## src/rtl/csr_pkg.sv

```systemverilog
// rtl/csr_pkg.sv - shared CSR address map and read-FSM state type
package csr_pkg;

   localparam int CSR_BLK_W = 3;
   localparam int CSR_SUB_W = 3;
   localparam int CSR_NUM_BLK = 6;

   localparam logic [3:0] PWR = 4'd0;
   localparam logic [3:0] RX1 = 4'd1;
   localparam logic [3:0] RX2 = 4'd2;
   localparam logic [3:0] TX1 = 4'd3;
   localparam logic [3:0] TX2 = 4'd4;
   localparam logic [3:0] MEM = 4'd5;

   typedef enum logic [1:0] {
      ST_IDLE  = 2'd0,
      ST_ISSUE = 2'd1,
      ST_WAIT  = 2'd2,
      ST_RESP  = 2'd3
   } csr_rd_state_t;

endpackage

```

## src/rtl/csr_rd.sv

```systemverilog
// rtl/csr_rd.sv - CSR read sequencer: strobe the addressed block, wait with timeout, return data or error
module csr_rd
   import csr_pkg::*;
#(
   parameter int TIMEOUT = 15
) (
   input  logic                   clk,
   input  logic                   reset_n,
   input  logic                   rd_req,
   input  logic [5:0]             rd_addr,
   output logic                   rd_ack,
   output logic                   rd_valid,
   output logic [7:0]             rd_data,
   output logic                   rd_err,
   output logic [CSR_NUM_BLK-1:0] blk_rd,
   output logic [CSR_SUB_W-1:0]   blk_sub_addr,
   input  logic [7:0]             blk_rdata,
   input  logic [CSR_NUM_BLK-1:0] blk_rvalid,
   output logic [7:0]             timeout_cnt
);

   localparam int CNT_W = $clog2(TIMEOUT + 1);
   localparam logic [CNT_W-1:0] CNT_LAST = CNT_W'(TIMEOUT - 1);

   csr_rd_state_t          state_q, state_d;
   logic [CSR_BLK_W-1:0]   sel_q, sel_d;
   logic [CSR_SUB_W-1:0]   sub_q, sub_d;
   logic [CNT_W-1:0]       cnt_q, cnt_d;
   logic [7:0]             rd_data_q, rd_data_d;
   logic                   rd_err_q, rd_err_d;
   logic [7:0]             tcnt_q, tcnt_d;
   logic [CSR_NUM_BLK-1:0] sel_onehot;
   logic                   sel_hit;

   // Codes 6/7 shift out of range and give an all-zero mask; they never reach ISSUE anyway.
   assign sel_onehot = CSR_NUM_BLK'(1) << sel_q;
   assign sel_hit    = |(blk_rvalid & sel_onehot);

   always_comb begin
      state_d   = state_q;
      sel_d     = sel_q;
      sub_d     = sub_q;
      cnt_d     = cnt_q;
      rd_data_d = rd_data_q;
      rd_err_d  = rd_err_q;
      tcnt_d    = tcnt_q;
      case (state_q)
         ST_IDLE: begin
            if (rd_req) begin
               sel_d = rd_addr[5:3];
               sub_d = rd_addr[2:0];
               case ({1'b0, rd_addr[5:3]})
                  PWR, RX1, RX2, TX1, TX2, MEM: state_d = ST_ISSUE;
                  default: begin
                     rd_data_d = 8'hFF;
                     rd_err_d  = 1'b1;
                     state_d   = ST_RESP;
                  end
               endcase
            end
         end
         ST_ISSUE: begin
            cnt_d   = '0;
            state_d = ST_WAIT;
         end
         ST_WAIT: begin
            // A response on the last WAIT cycle is checked first, so it beats the timeout.
            if (sel_hit) begin
               rd_data_d = blk_rdata;
               rd_err_d  = 1'b0;
               state_d   = ST_RESP;
            end else if (cnt_q == CNT_LAST) begin
               rd_data_d = 8'hFF;
               rd_err_d  = 1'b1;
               if (tcnt_q != 8'hFF) begin
                  tcnt_d = tcnt_q + 8'd1;
               end
               state_d = ST_RESP;
            end else begin
               cnt_d = cnt_q + CNT_W'(1);
            end
         end
         ST_RESP: state_d = ST_IDLE;
         default: state_d = ST_IDLE;
      endcase
   end

   always_ff @(posedge clk or negedge reset_n) begin
      if (!reset_n) begin
         state_q   <= ST_IDLE;
         sel_q     <= '0;
         sub_q     <= '0;
         cnt_q     <= '0;
         rd_data_q <= 8'h00;
         rd_err_q  <= 1'b0;
         tcnt_q    <= 8'h00;
      end else begin
         state_q   <= state_d;
         sel_q     <= sel_d;
         sub_q     <= sub_d;
         cnt_q     <= cnt_d;
         rd_data_q <= rd_data_d;
         rd_err_q  <= rd_err_d;
         tcnt_q    <= tcnt_d;
      end
   end

   // Strobe and valid decode straight from the state flop so reset drops them immediately.
   assign rd_ack       = (state_q == ST_IDLE) & rd_req;
   assign rd_valid     = (state_q == ST_RESP);
   assign blk_rd       = (state_q == ST_ISSUE) ? sel_onehot : '0;
   assign blk_sub_addr = sub_q;
   assign rd_data      = rd_data_q;
   assign rd_err       = rd_err_q;
   assign timeout_cnt  = tcnt_q;

endmodule
```

## config.mk

```make
export PLATFORM = sky130hd
export DESIGN_NAME = csr_rd
export DESIGN_NICKNAME = d
export VERILOG_FILES = /design/src/rtl/csr_pkg.sv /design/src/rtl/csr_rd.sv
export SDC_FILE = /design/constraint.sdc
export NUM_CORES = 1
export LEC_CHECK = 0
export CELL_PAD_IN_SITES_DETAIL_PLACEMENT = 0
export CELL_PAD_IN_SITES_GLOBAL_PLACEMENT = 2
export CORE_AREA = 2 2 80 82
export DETAILED_ROUTE_END_ITERATION = 7
export DIE_AREA = 0 0 82 84
export HOLD_SLACK_MARGIN = 0.12
export PLACE_DENSITY = 0.82
export SLEW_MARGIN = 40
export SYNTH_ARGS = -nofsm -noshare
export SYNTH_HDL_FRONTEND = slang
export SYNTH_SLANG_ARGS = --single-unit
```

## constraint.sdc

```tcl
create_clock -name clk -period 2.2 [get_ports clk]
set_input_delay 0.22 -clock clk [delete_from_list [all_inputs] [get_ports clk]]
set_output_delay 0.22 -clock clk [all_outputs]
set_load 0.01 [all_outputs]
```

==> key figures, run 1 <==
Status
  • Status: finished, final reports clean

Die
  • Std cell rows: 29
  • Num ports: between 50 and 60
  • Die ar.: between 6000 and 7000 um2
  • Die Width: between 80 and 90 um
  • Initial core utilization: 0.2773
  • Floorplan core area: between 6000 and 7000 um2
  • Die height: 84 um

Drt
  • Drt first pass iters: 4
  • WL/cell: ~13 um
  • DRC: 0
  • Drt first-iter violations: 45
  • Detailed-route via count: about 1300
  • Final wirelength: between 3 and 4 mm
  • Antenna-violating nets left: 0
  • Vias per Instance: approximately 4.6

Clock network
  • TritonCTS clock tree: yes
  • CTS Buf Count: 5
  • Root buf cell: clkbuf_8
  • Clock transition at the registers of the reported paths: 0.07 ns
  • CTS Buffer Depth: 2
  • Worst skew pair latency: roughly 0.27 ns
  • Clock sinks: 29
  • CTS Hold Bufs: 0
  • Post-CTS Setup Bufs: 0
  • # H-tree levels: 2

Final layout
  • Fin cells: between 200 and 300
  • Finished Core Util: 0.3970
  • Final nets: 236
  • Final Cell Area: 2420 um2
  • Layout cells sized above 1: 0.2039
  • Diodes inserted: 0
  • Fillers: between 600 and 700
  • Area Growth Syn to Fin: 43.15%
  • Register area: 725.7 um2
  • Area of the multi-input gates: approximately 900 um2

Power and ir drop
  • Worst-case vdd ir drop: just under 0.5 mV
  • NetSw: between 0.9 and 1 mW
  • Cell internal pwr: 1.794 mW
  • Pleak: ~1 nW
  • Reg power frac: 0.311
  • Sw Ratio: 0.3502
  • Comb power frac: 0.479
  • Power, Total: between 2 and 3 mW
  • Clock power share: 0.210
  • PwrDens: about 1100 nW/um2

STA
  • Least-Margin Pin Slew: 0.6552 ns
  • RSZ-0062 raised after global routing: no
  • Final setup violation count: 0
  • Clock skew: approximately 0.0052 ns
  • Pins over their slew limit: 0
  • Fin. Hold Viols: 0
  • TNS Setup: 0 ns
  • Min cycle time layout: 2.072 ns
  • Fmax: 482.5 MHz
  • Slew Limit Headroom: 0.5625
  • Period utilization: 0.9420

Synth
  • Syn Nets: 180
  • Top FF cell, synth: dfrtp_1
  • Top cell type's share of synthesized area: 0.4293
  • Yosys cell types: 39
  • Sequential area share after synthesis: 0.4293
  • Synth Area per Inst: about 11 um2
  • Count leader, synth: dfrtp_1
  • Async set-reset flop share out of synthesis: 1.000
  • Syn Std Cell Area: 1690 um2
  • Area leader, netlist: dfrtp_1
  • Warnings, synthesis: 0
  • Yosys reg bits: 29
  • Largest cells by area after synthesis: dfrtp_1 43%, mux2_2 9.3%, ha_1 5.9%, xor2_1 3.6%, nor2b_1 3.3%
  • Leading cell types by count after synthesis: 29 x dfrtp_1, 14 x mux2_2, 9 x nor2b_1, 9 x o21ai_0
  • EDFF count, synth: 0
  • Synthesized instance count: around 150

Critical path
  • Crit path capture type: primary output
  • Path type of the worst setup path: flop to primary output
  • Crit path launch type: flop
  • Worst EP required: ~2 ns
  • Maximum fanout along the worst path: 5
  • Critical path arrival: 1.85 ns

Placement
  • I/O Buffers: 50
  • Hpwl dp: about 2.7 mm
  • DP Area: roughly 2300 um2
  • Placed Cells incl. Taps: 275
  • RePlAce Congestion: 0.7789

Global route
  • Vias in the first global route: ~1400
  • Initial antenna violation count: 0
  • Largest net degree at the start of global routing: 30
  • Global route overflow: 0
  • First-pass GRT wire length: between 6 and 7 mm
  • Total global-route track usage: 0.1111

Job
  • Max-cap violation count: 0

Hold path
  • Hold WC Path Type: input pin to asynchronous set/reset pin
[routing by layer]
metal	routed length (um)	GRT usage	vias to the layer above
met2	1664	0.1781	37
met3	220	0.02706	7
met1	1761	0.1436	619
li1	-	-	638
met4	60	0.03939	0
met5	0	0	-
[layout by cell type, fill, tap and decap left out, types with 2 or more instances in the layout]
cell type and count:
xor2_1 7, mux2_1 2, inv_2 2, ha_1 8, nor4_1 5, nand2b_1 3
nand2_1 8, nor3_1 5, clkbuf_8 6, clkdlybuf4s50_1 49, buf_4 5, dfrtp_1 29
nor2_1 4, inv_1 4, nor2b_1 9, and3_1 3, mux2_2 14, o21ai_0 9
mux2i_1 4, nor4b_2 2, mux2i_2 2, nand3_1 6
[sequential cells by signal, indices dropped and copies added, names as in the netlist]
name / cells
rd_err: 1
state_q: 2
rd_data: 8
cnt_q: 4
sel_q: 3
timeout_cnt: 8
blk_sub_addr: 3
[stage by stage]
| stage | setup slack, ns | hold slack, ns |
|---|---|---|
| detailed placement | 0.2365 | 0.4926 |
| floorplan | 0.3907 | -0.07559 |
| global route | 0.02256 | 0.3596 |
| CTS | 0.003819 | 0.3402 |
| global placement | 0.2432 | 0.4846 |
| finish | 0.1276 | 0.3308 |
[what timing repair did]
item,CTS,global route
resized for setup,0,4
endpoints found under the setup margin,0,4
endpoints found under the hold margin,0,0
[path summary, 6_finish.rpt]
kind / from / to / slack (ns) / depth (start not counted)
min in group clk: timeout_cnt[7] / timeout_cnt[7] / 0.50 / 1
max: state_q[1] / rd_ack / 0.13 / 5
min: reset_n / rd_data[4] / 0.33 / 2
max in group asynchronous: reset_n / timeout_cnt[7] / 1.58 / 2
min reg2reg: timeout_cnt[7] / timeout_cnt[7] / 0.50 / 1
max reg2reg: sel_q[0] / rd_data[7] / 0.26 / 5
[critical path, stage by stage, from the launching register on]
cell	delay, ns
dfrtp_1	0.41
inv_2	0.10
ha_1	0.17
and2_2	0.21
buf_4	0.15
clkdlybuf4s50_1	0.53
[area by class of cell]
cell class / instances / share of cell area
clock inverters: 1 / 0.01241
clock buffers: 7 / 0.03568
inverters: 6 / 0.009307
flip-flops and latches: 29 / 0.2999
repair buffers: 56 / 0.2316
multi-input cells: 107 / 0.3713
well taps: 77 / 0.03981
[logic make-up after synthesis]
| group | count (synthesis) | share of synthesized area |
|---|---|---|
| AND/OR/NAND/NOR | 52 | 0.1836 |
| flip-flops | 29 | 0.4293 |
| multiplexers | 23 | 0.1599 |
| AO/OA/AOI/OAI | 17 | 0.09179 |
| buffers and inverters | 13 | 0.03996 |
| adder cells (fa/ha/maj) | 8 | 0.05922 |
| XOR/XNOR | 7 | 0.03627 |
[power groups by stage]
stage                     combinational (mW)  sequential, mW  clock [mW]
after floorplan                        0.849           0.848           0
after global routing                    1.45           0.890       0.620
after detailed placement                1.33           0.870           0
final                                   1.32           0.859       0.579
after CTS                               1.34           0.862       0.596
after global placement                  1.33           0.870           0
(Power assumes the default switching activity.)
==> inputs of run 2 (changes only) <==
- CORE_AREA: 2 2 80 82 -> 5 5 83 85
- DIE_AREA: 0 0 82 84 -> 0 0 88 90
==> run 2 against run 1 <==
  * Fmax grew 0.27%
  * Count of clock-buffer cells in the layout rose by 1
  * Critical endpoint is now blk_rd[0]
  * Hold slack lost 0.0025 ns
  * Flip-flop and latch count is the same
  * Register-to-register slack gained 0.02 ns
  * Worst setup slack better by 0.0055 ns
  * Highest routed layer unchanged
  * Wire length increased by 4.2%
==> key figures, run 2 (synthesis gave the netlist of run 1 again) <==
Clock network
  • CTS Buffer Depth: 2 (unchanged)
  • CTS Hold Bufs: 0 (unchanged)
  • Post-CTS Setup Bufs: 0 (unchanged)
  • Clock sinks: 29 (unchanged)
  • Root buf cell: clkbuf_8
  • CTS Buf Count: 5 (unchanged)
  • # H-tree levels: 2 (unchanged)
  • Clock transition at the registers of the reported paths: 0.06 ns (about the same)
  • TritonCTS clock tree: yes
  • Worst skew pair latency: 0.27 ns (about the same)

Final layout
  • Area Growth Syn to Fin: 41.97%
  • Highest-count cells in the layout ignoring fill and taps: 48 x clkdlybuf4s50_1, 29 x dfrtp_1, 14 x mux2_2
  • Commonest non-fill, non-tap cell in the layout: clkdlybuf4s50_1
  • Fillers: 597 (-4.8%)
  • Layout cells sized above 1: 0.1932 (-0.01065)
  • Final Cell Area: 2400 um2 (-0.83%)
  • Final nets: 237 (+0.42%)
  • Diodes inserted: 0 (unchanged)
  • Finished Core Util: 0.3913 (-0.005613)

STA
  • Final setup violation count: 0 (unchanged)
  • Fin. Hold Viols: 0 (unchanged)
  • Period utilization: 0.9395 (-0.002503)
  • RSZ-0062 raised after global routing: no
  • Clock skew: 0.002570 ns (-0.002604 ns)
  • Post-route setup slack: 0.1331 ns (+0.005507 ns)
  • Fin Hold WS: 0.3283 ns (-0.002538 ns)
  • Pins over their slew limit: 0 (unchanged)
  • TNS Setup: 0 ns (unchanged)
  • Fmax: 483.8 MHz (+0.27%)
  • Slew Limit Headroom: 0.5531 (-0.009425)
  • Min cycle time layout: 2.067 ns (-0.005507 ns)
  • Least-Margin Pin Slew: 0.6693 ns (+0.01412 ns)

Die
  • Floorplan core area: 6132 um2 (+0.60%)
  • Num ports: 51 (unchanged)
  • Initial core utilization: 0.2757 (-0.001641)
  • Die Width: 88 um (+7.3%)
  • Die ar.: 7920 um2 (+15%)
  • Std cell rows: 29 (unchanged)
  • Die height: 90 um (+7.1%)

Hold path
  • Hold WC Path Type: input pin to asynchronous set/reset pin

Critical path
  • Flop2flop setup slack: 0.28 ns (+0.02 ns)
  • Crit path launch type: flop
  • Critical path arrival: 1.85 ns (about the same)
  • Worst R2R Start: timeout_cnt[0]
  • Worst EP required: 1.98 ns (about the same)
  • Worst R2R Path Depth: 5 (unchanged)
  • Crit path capture type: primary output
  • Worst setup endpoint: blk_rd[0]
  • Path type of the worst setup path: flop to primary output
  • Maximum fanout along the worst path: 4 (-1)
  • Worst flop-to-flop path endpoint: timeout_cnt[1]
  • CP startpoint: state_q[1]

Placement
  • DP Area: 2307 um2 (+0.33%)
  • I/O Buffers: 50 (unchanged)
  • Hpwl dp: 2.883 mm (+6.9%)
  • Setup WS pre-CTS: 0.2243 ns (-0.01215 ns)
  • RePlAce Congestion: 0.7097 (-8.9%)

Global route
  • Global route overflow: 0 (unchanged)
  • First-pass GRT wire length: 6.589 mm (+9.7%)
  • Vias in the first global route: 1363 (+0.96%)
  • Largest net degree at the start of global routing: 30 (unchanged)
  • Total global-route track usage: 0.1063 (-0.004883)
  • Initial antenna violation count: 0 (unchanged)

Drt
  • DRC: 0 (unchanged)
  • Drt first-iter violations: 27 (-40%)
  • Vias per Instance: 4.556 (-0.89%)
  • Antenna-violating nets left: 0 (unchanged)
  • Final wirelength: 3.861 mm (+4.2%)
  • WL/cell: 13.60 um (+3.8%)
  • Detailed-route via count: 1294 (-0.54%)
  • Drt first pass iters: 4 (unchanged)

Power and ir drop
  • Worst-case vdd ir drop: 0.4260 mV (-14%)
  • Pleak: 0.9814 nW (+0.48%)
  • PwrDens: 1090 nW/um2 (-4.5%)

Job
  • Max-cap violation count: 0 (unchanged)

Status
  • Status: finished, final reports clean
## run 2: timing repair
item / in CTS / in global routing
endpoints found under the setup margin: 0 / 2
resized for setup: 0 / 4
hold endpoints to repair: 0 / 0
## run 2: critical path, cell delays in order, from the launching register on
cell             delay [ns]
dfrtp_1                0.40
inv_1                  0.13
ha_2                   0.23
nand2b_1               0.11
nor3_1                 0.15
clkdlybuf4s50_1        0.56
## run 2: worst min path at each step
stage                   start               to  slack [ns]  cells after the start
2_1_floorplan         reset_n  blk_sub_addr[0]       -0.08                      0
3_3_place_gp   timeout_cnt[7]   timeout_cnt[7]        0.48                      1
3_5_place_dp   timeout_cnt[7]   timeout_cnt[7]        0.49                      1
4_1_cts               reset_n       rd_data[5]        0.34                      2
5_1_grt               reset_n       rd_data[5]        0.35                      2
6_report              reset_n       rd_data[5]        0.33                      2
## run 2: per-layer routing
layer	global-route usage	vias to the layer above	part of all wire
met5	0	-	0
li1	-	642	-
met2	0.1595	34	0.46
met4	0.03453	0	0.0096
met1	0.1395	614	0.46
met3	0.04022	4	0.076
## run 2: power breakdown
group          leakage [nW]  switching [mW]  internal (mW)
Sequential            0.339           0.142          0.698
Combinational         0.603           0.629          0.739
Clock                0.0395           0.184          0.224
## run 2: layout make-up
class                      instances  area, um2  share of cell area
inverter                           6      22.52            0.009385
clock buffer                       8      80.08             0.03337
tap                               77      96.34             0.04015
multi-input combinational        107      904.6              0.3770
sequential                        29      725.7              0.3024
timing repair buffer              57      570.5              0.2377
## run 2: per-stage QoR
step	instances	total power, mW
floorplan	149	1.698
global placement	276	2.214
CTS	284	2.655
global route	284	2.833
finish	284	2.616
detailed placement	276	2.227
==> inputs of run 3 (changes only) <==
--- a/config.mk
+++ b/config.mk
@@ -11,4 +11,5 @@
 export DETAILED_ROUTE_END_ITERATION = 7
 export DIE_AREA = 0 0 88 90
+export GPL_ROUTABILITY_DRIVEN = 0
 export HOLD_SLACK_MARGIN = 0.12
 export PLACE_DENSITY = 0.82
==> constraint.sdc (replaced) <==
create_clock -name clk -period 2.2 [get_ports clk]
set_input_delay 0.22 -clock clk [delete_from_list [all_inputs] [get_ports clk]]
set_output_delay 0.22 -clock clk [all_outputs]
set_load 0.1 [all_outputs]
==> run 3 against run 2 <==
  * First-iteration DRC count fell by 22%
  * Global-route usage fell by 0.27 points
  * Cell area rose by 1.5%
  * Critical path depth did not move
  * Wire length rose by 0.60%
  * Sequential power rose by 1%
  * Critical endpoint is now cnt_q[3]
  * Largest cell class unchanged
  * Largest power group unchanged
==> key figures, run 3 (synthesis gave the netlist of run 1 again) <==
Status
  • Status: finished, final reports clean

Clock network
  • TritonCTS clock tree: yes
  • # H-tree levels: 2 (unchanged)
  • CTS Buffer Depth: 2 (unchanged)
  • CTS Hold Bufs: 0 (unchanged)
  • PostCTS Resize Cnt: 0 (unchanged)
  • Clock sinks: 29 (unchanged)
  • Post-CTS Setup Bufs: 0 (unchanged)
  • Root buf cell: clkbuf_8
  • Worst skew pair latency: 0.28 ns (about the same)
  • CTS Buf Count: 5 (unchanged)
  • Clock transition at the registers of the reported paths: 0.07 ns (about the same)

Die
  • Num ports: 51 (unchanged)
  • Floorplan core area: 6132 um2 (unchanged)
  • Die Width: 88 um (unchanged)
  • Initial core utilization: 0.2757 (unchanged)
  • Die height: 90 um (unchanged)
  • Die ar.: 7920 um2 (unchanged)
  • Std cell rows: 29 (unchanged)

Critical path
  • CP top delay family: flip-flops
  • Worst R2R Start: sel_q[0]
  • Crit path launch type: flop
  • Crit. path cell count: 5 (unchanged)
  • Worst flop-to-flop path endpoint: cnt_q[3]
  • Flop2flop setup slack: 0.27 ns (about the same)
  • Worst-path cell chain: mux2i_4, o32ai_4, buf_12, or2_1, a311o_1
  • Worst Path Buf+Inv: 1 (-1)
  • Crit path capture type: flop
  • Maximum fanout along the worst path: 21 (+17)
  • Slowest stage delay, CP: 0.52 ns (-0.04 ns)
  • Worst EP required: 2.36 ns (+0.38 ns)
  • Slowest CP cell: dfrtp_1
  • Critical path arrival: 2.08 ns (+0.23 ns)
  • Path type of the worst setup path: flop to flop
  • Worst R2R Path Depth: 5 (unchanged)

STA
  • Final setup violation count: 0 (unchanged)
  • Clock skew: 0.006488 ns (+0.003918 ns)
  • RSZ-0062 raised after global routing: no
  • Period utilization: 0.8763 (-0.06319)
  • Least-Margin Pin Slew: 0.6563 ns (-0.01300 ns)
  • Post-route setup slack: 0.2721 ns (+0.1390 ns)
  • Slew Limit Headroom: 0.5618 (+0.008681)
  • Pins over their slew limit: 0 (unchanged)
  • Fmax: 518.7 MHz (+7.2%)
  • Min cycle time layout: 1.928 ns (-0.1390 ns)
  • Fin. Hold Viols: 0 (unchanged)

Drt
  • Detailed-route via count: 1296 (+0.15%)
  • DRC: 0 (unchanged)
  • Drt first-iter violations: 21 (-22%)
  • WL/cell: 13.68 um (+0.60%)
  • Vias per Instance: 4.563 (+0.15%)
  • Drt first pass iters: 4 (unchanged)
  • Final wirelength: 3.884 mm (+0.60%)
  • Antenna-violating nets left: 0 (unchanged)

Global route
  • Total global-route track usage: 0.1036 (-0.002650)
  • Global route overflow: 0 (unchanged)
  • Largest net degree at the start of global routing: 30 (unchanged)
  • Initial antenna violation count: 0 (unchanged)
  • Vias in the first global route: 1356 (-0.51%)
  • First-pass GRT wire length: 6.492 mm (-1.5%)

Final layout
  • Area Growth Syn to Fin: 44.04%
  • Highest-count cells in the layout ignoring fill and taps: 27 x buf_4, 23 x dfrtp_1, 22 x clkdlybuf4s50_1
  • Fillers: 606 (+1.5%)
  • Commonest non-fill, non-tap cell in the layout: buf_4
  • Diodes inserted: 0 (unchanged)
  • Final nets: 237 (unchanged)
  • Final Cell Area: 2435 um2 (+1.5%)
  • Layout cells sized above 1: 0.3816 (+0.1884)

Placement
  • Hpwl dp: 2.928 mm (+1.6%)
  • I/O Buffers: 50 (unchanged)
  • Setup WS pre-CTS: 0.2140 ns (-0.01034 ns)
  • DP Area: 2352 um2 (+2.0%)

Power and ir drop
  • PwrDens: 1461 nW/um2 (+34%)
  • Pleak: 0.9969 nW (+1.6%)
  • Worst-case vdd ir drop: 0.6363 mV (+49%)

Job
  • Max-cap violation count: 0 (unchanged)

Hold path
  • Hold WC Path Type: input pin to asynchronous set/reset pin
-- run 3: cell count changes in the layout (fill, tap and decap cells not counted) --
| cell | change |
|---|---|
| dfrtp_1 | -6 |
| nor2_2 | +2 |
| dlymetal6s2s_1 | -2 |
| nor2_1 | -2 |
| buf_4 | +21 |
| clkinv_2 | +2 |
| ha_2 | -1 |
| nor3_1 | -2 |
| buf_12 | +7 |
| dfrtp_2 | +6 |
| clkbuf_1 | -2 |
| nor3_2 | +2 |
| clkdlybuf4s50_1 | -26 |
| ha_1 | +1 |
-- run 3: worst max path at each step --
stage,slack [ns],startpoint,endpoint
6_report,0.27,sel_q[0],cnt_q[3]
5_1_grt,0.13,state_q[1],blk_rd[2]
4_1_cts,0.24,sel_q[0],cnt_q[3]
3_5_place_dp,0.21,blk_rvalid[4],rd_data[7]
3_3_place_gp,0.23,blk_rvalid[0],rd_data[5]
2_1_floorplan,-0.06,state_q[1],blk_rd[2]
-- run 3: area by class of cell --
| cell class | instances | area [um2] | share of cell area |
|---|---|---|---|
| flip-flops and latches | 29 | 733.2 | 0.3011 |
| multi-input cells | 107 | 917.1 | 0.3767 |
| inverters | 6 | 22.52 | 0.009250 |
| well taps | 77 | 96.34 | 0.03957 |
| repair buffers | 57 | 583.1 | 0.2395 |
| clock buffers | 6 | 72.57 | 0.02980 |
| clock inverters | 2 | 10.01 | 0.004111 |
-- run 3: layer usage --
metal | up-vias | GRT usage | share of wire
li1 | 638 | - | -
met5 | - | 0 | 0
met4 | 0 | 0.03836 | 0.017
met2 | 36 | 0.1595 | 0.46
met3 | 6 | 0.03108 | 0.062
met1 | 616 | 0.1352 | 0.46
-- run 3: worst register-to-register path: cells and delay by family, from the launching register on --
kind                   cells  cell delay [ns]
AO/OA/AOI/OAI              2             0.50
buffers and inverters      1             0.19
flip-flops                 1             0.52
multiplexers               1             0.31
AND/OR/NAND/NOR            1             0.29
-- run 3: stage by stage --
| stage | util | TNS [ns] | cells | total power, mW | hold WS (ns) |
|---|---|---|---|---|---|
| finish | 0.3971 | 0 | 284 | 3.557 | 0.3249 |
| global route | 0.3971 | 0 | 284 | 3.770 | 0.3657 |
| CTS | 0.3971 | 0 | 284 | 3.615 | 0.3412 |
| detailed placement | 0.3836 | 0 | 276 | 3.178 | 0.4842 |
| global placement | 0.3836 | 0 | 276 | 3.163 | 0.4812 |
| floorplan | - | -0.06193 | 149 | 2.597 | -0.07559 |
-- run 3: power breakdown --
part	switching [mW]	internal (mW)	total, mW
Combinational	1.53	0.759	2.29
Sequential	0.150	0.698	0.848
Clock	0.197	0.219	0.415
Total	1.88	1.68	3.56
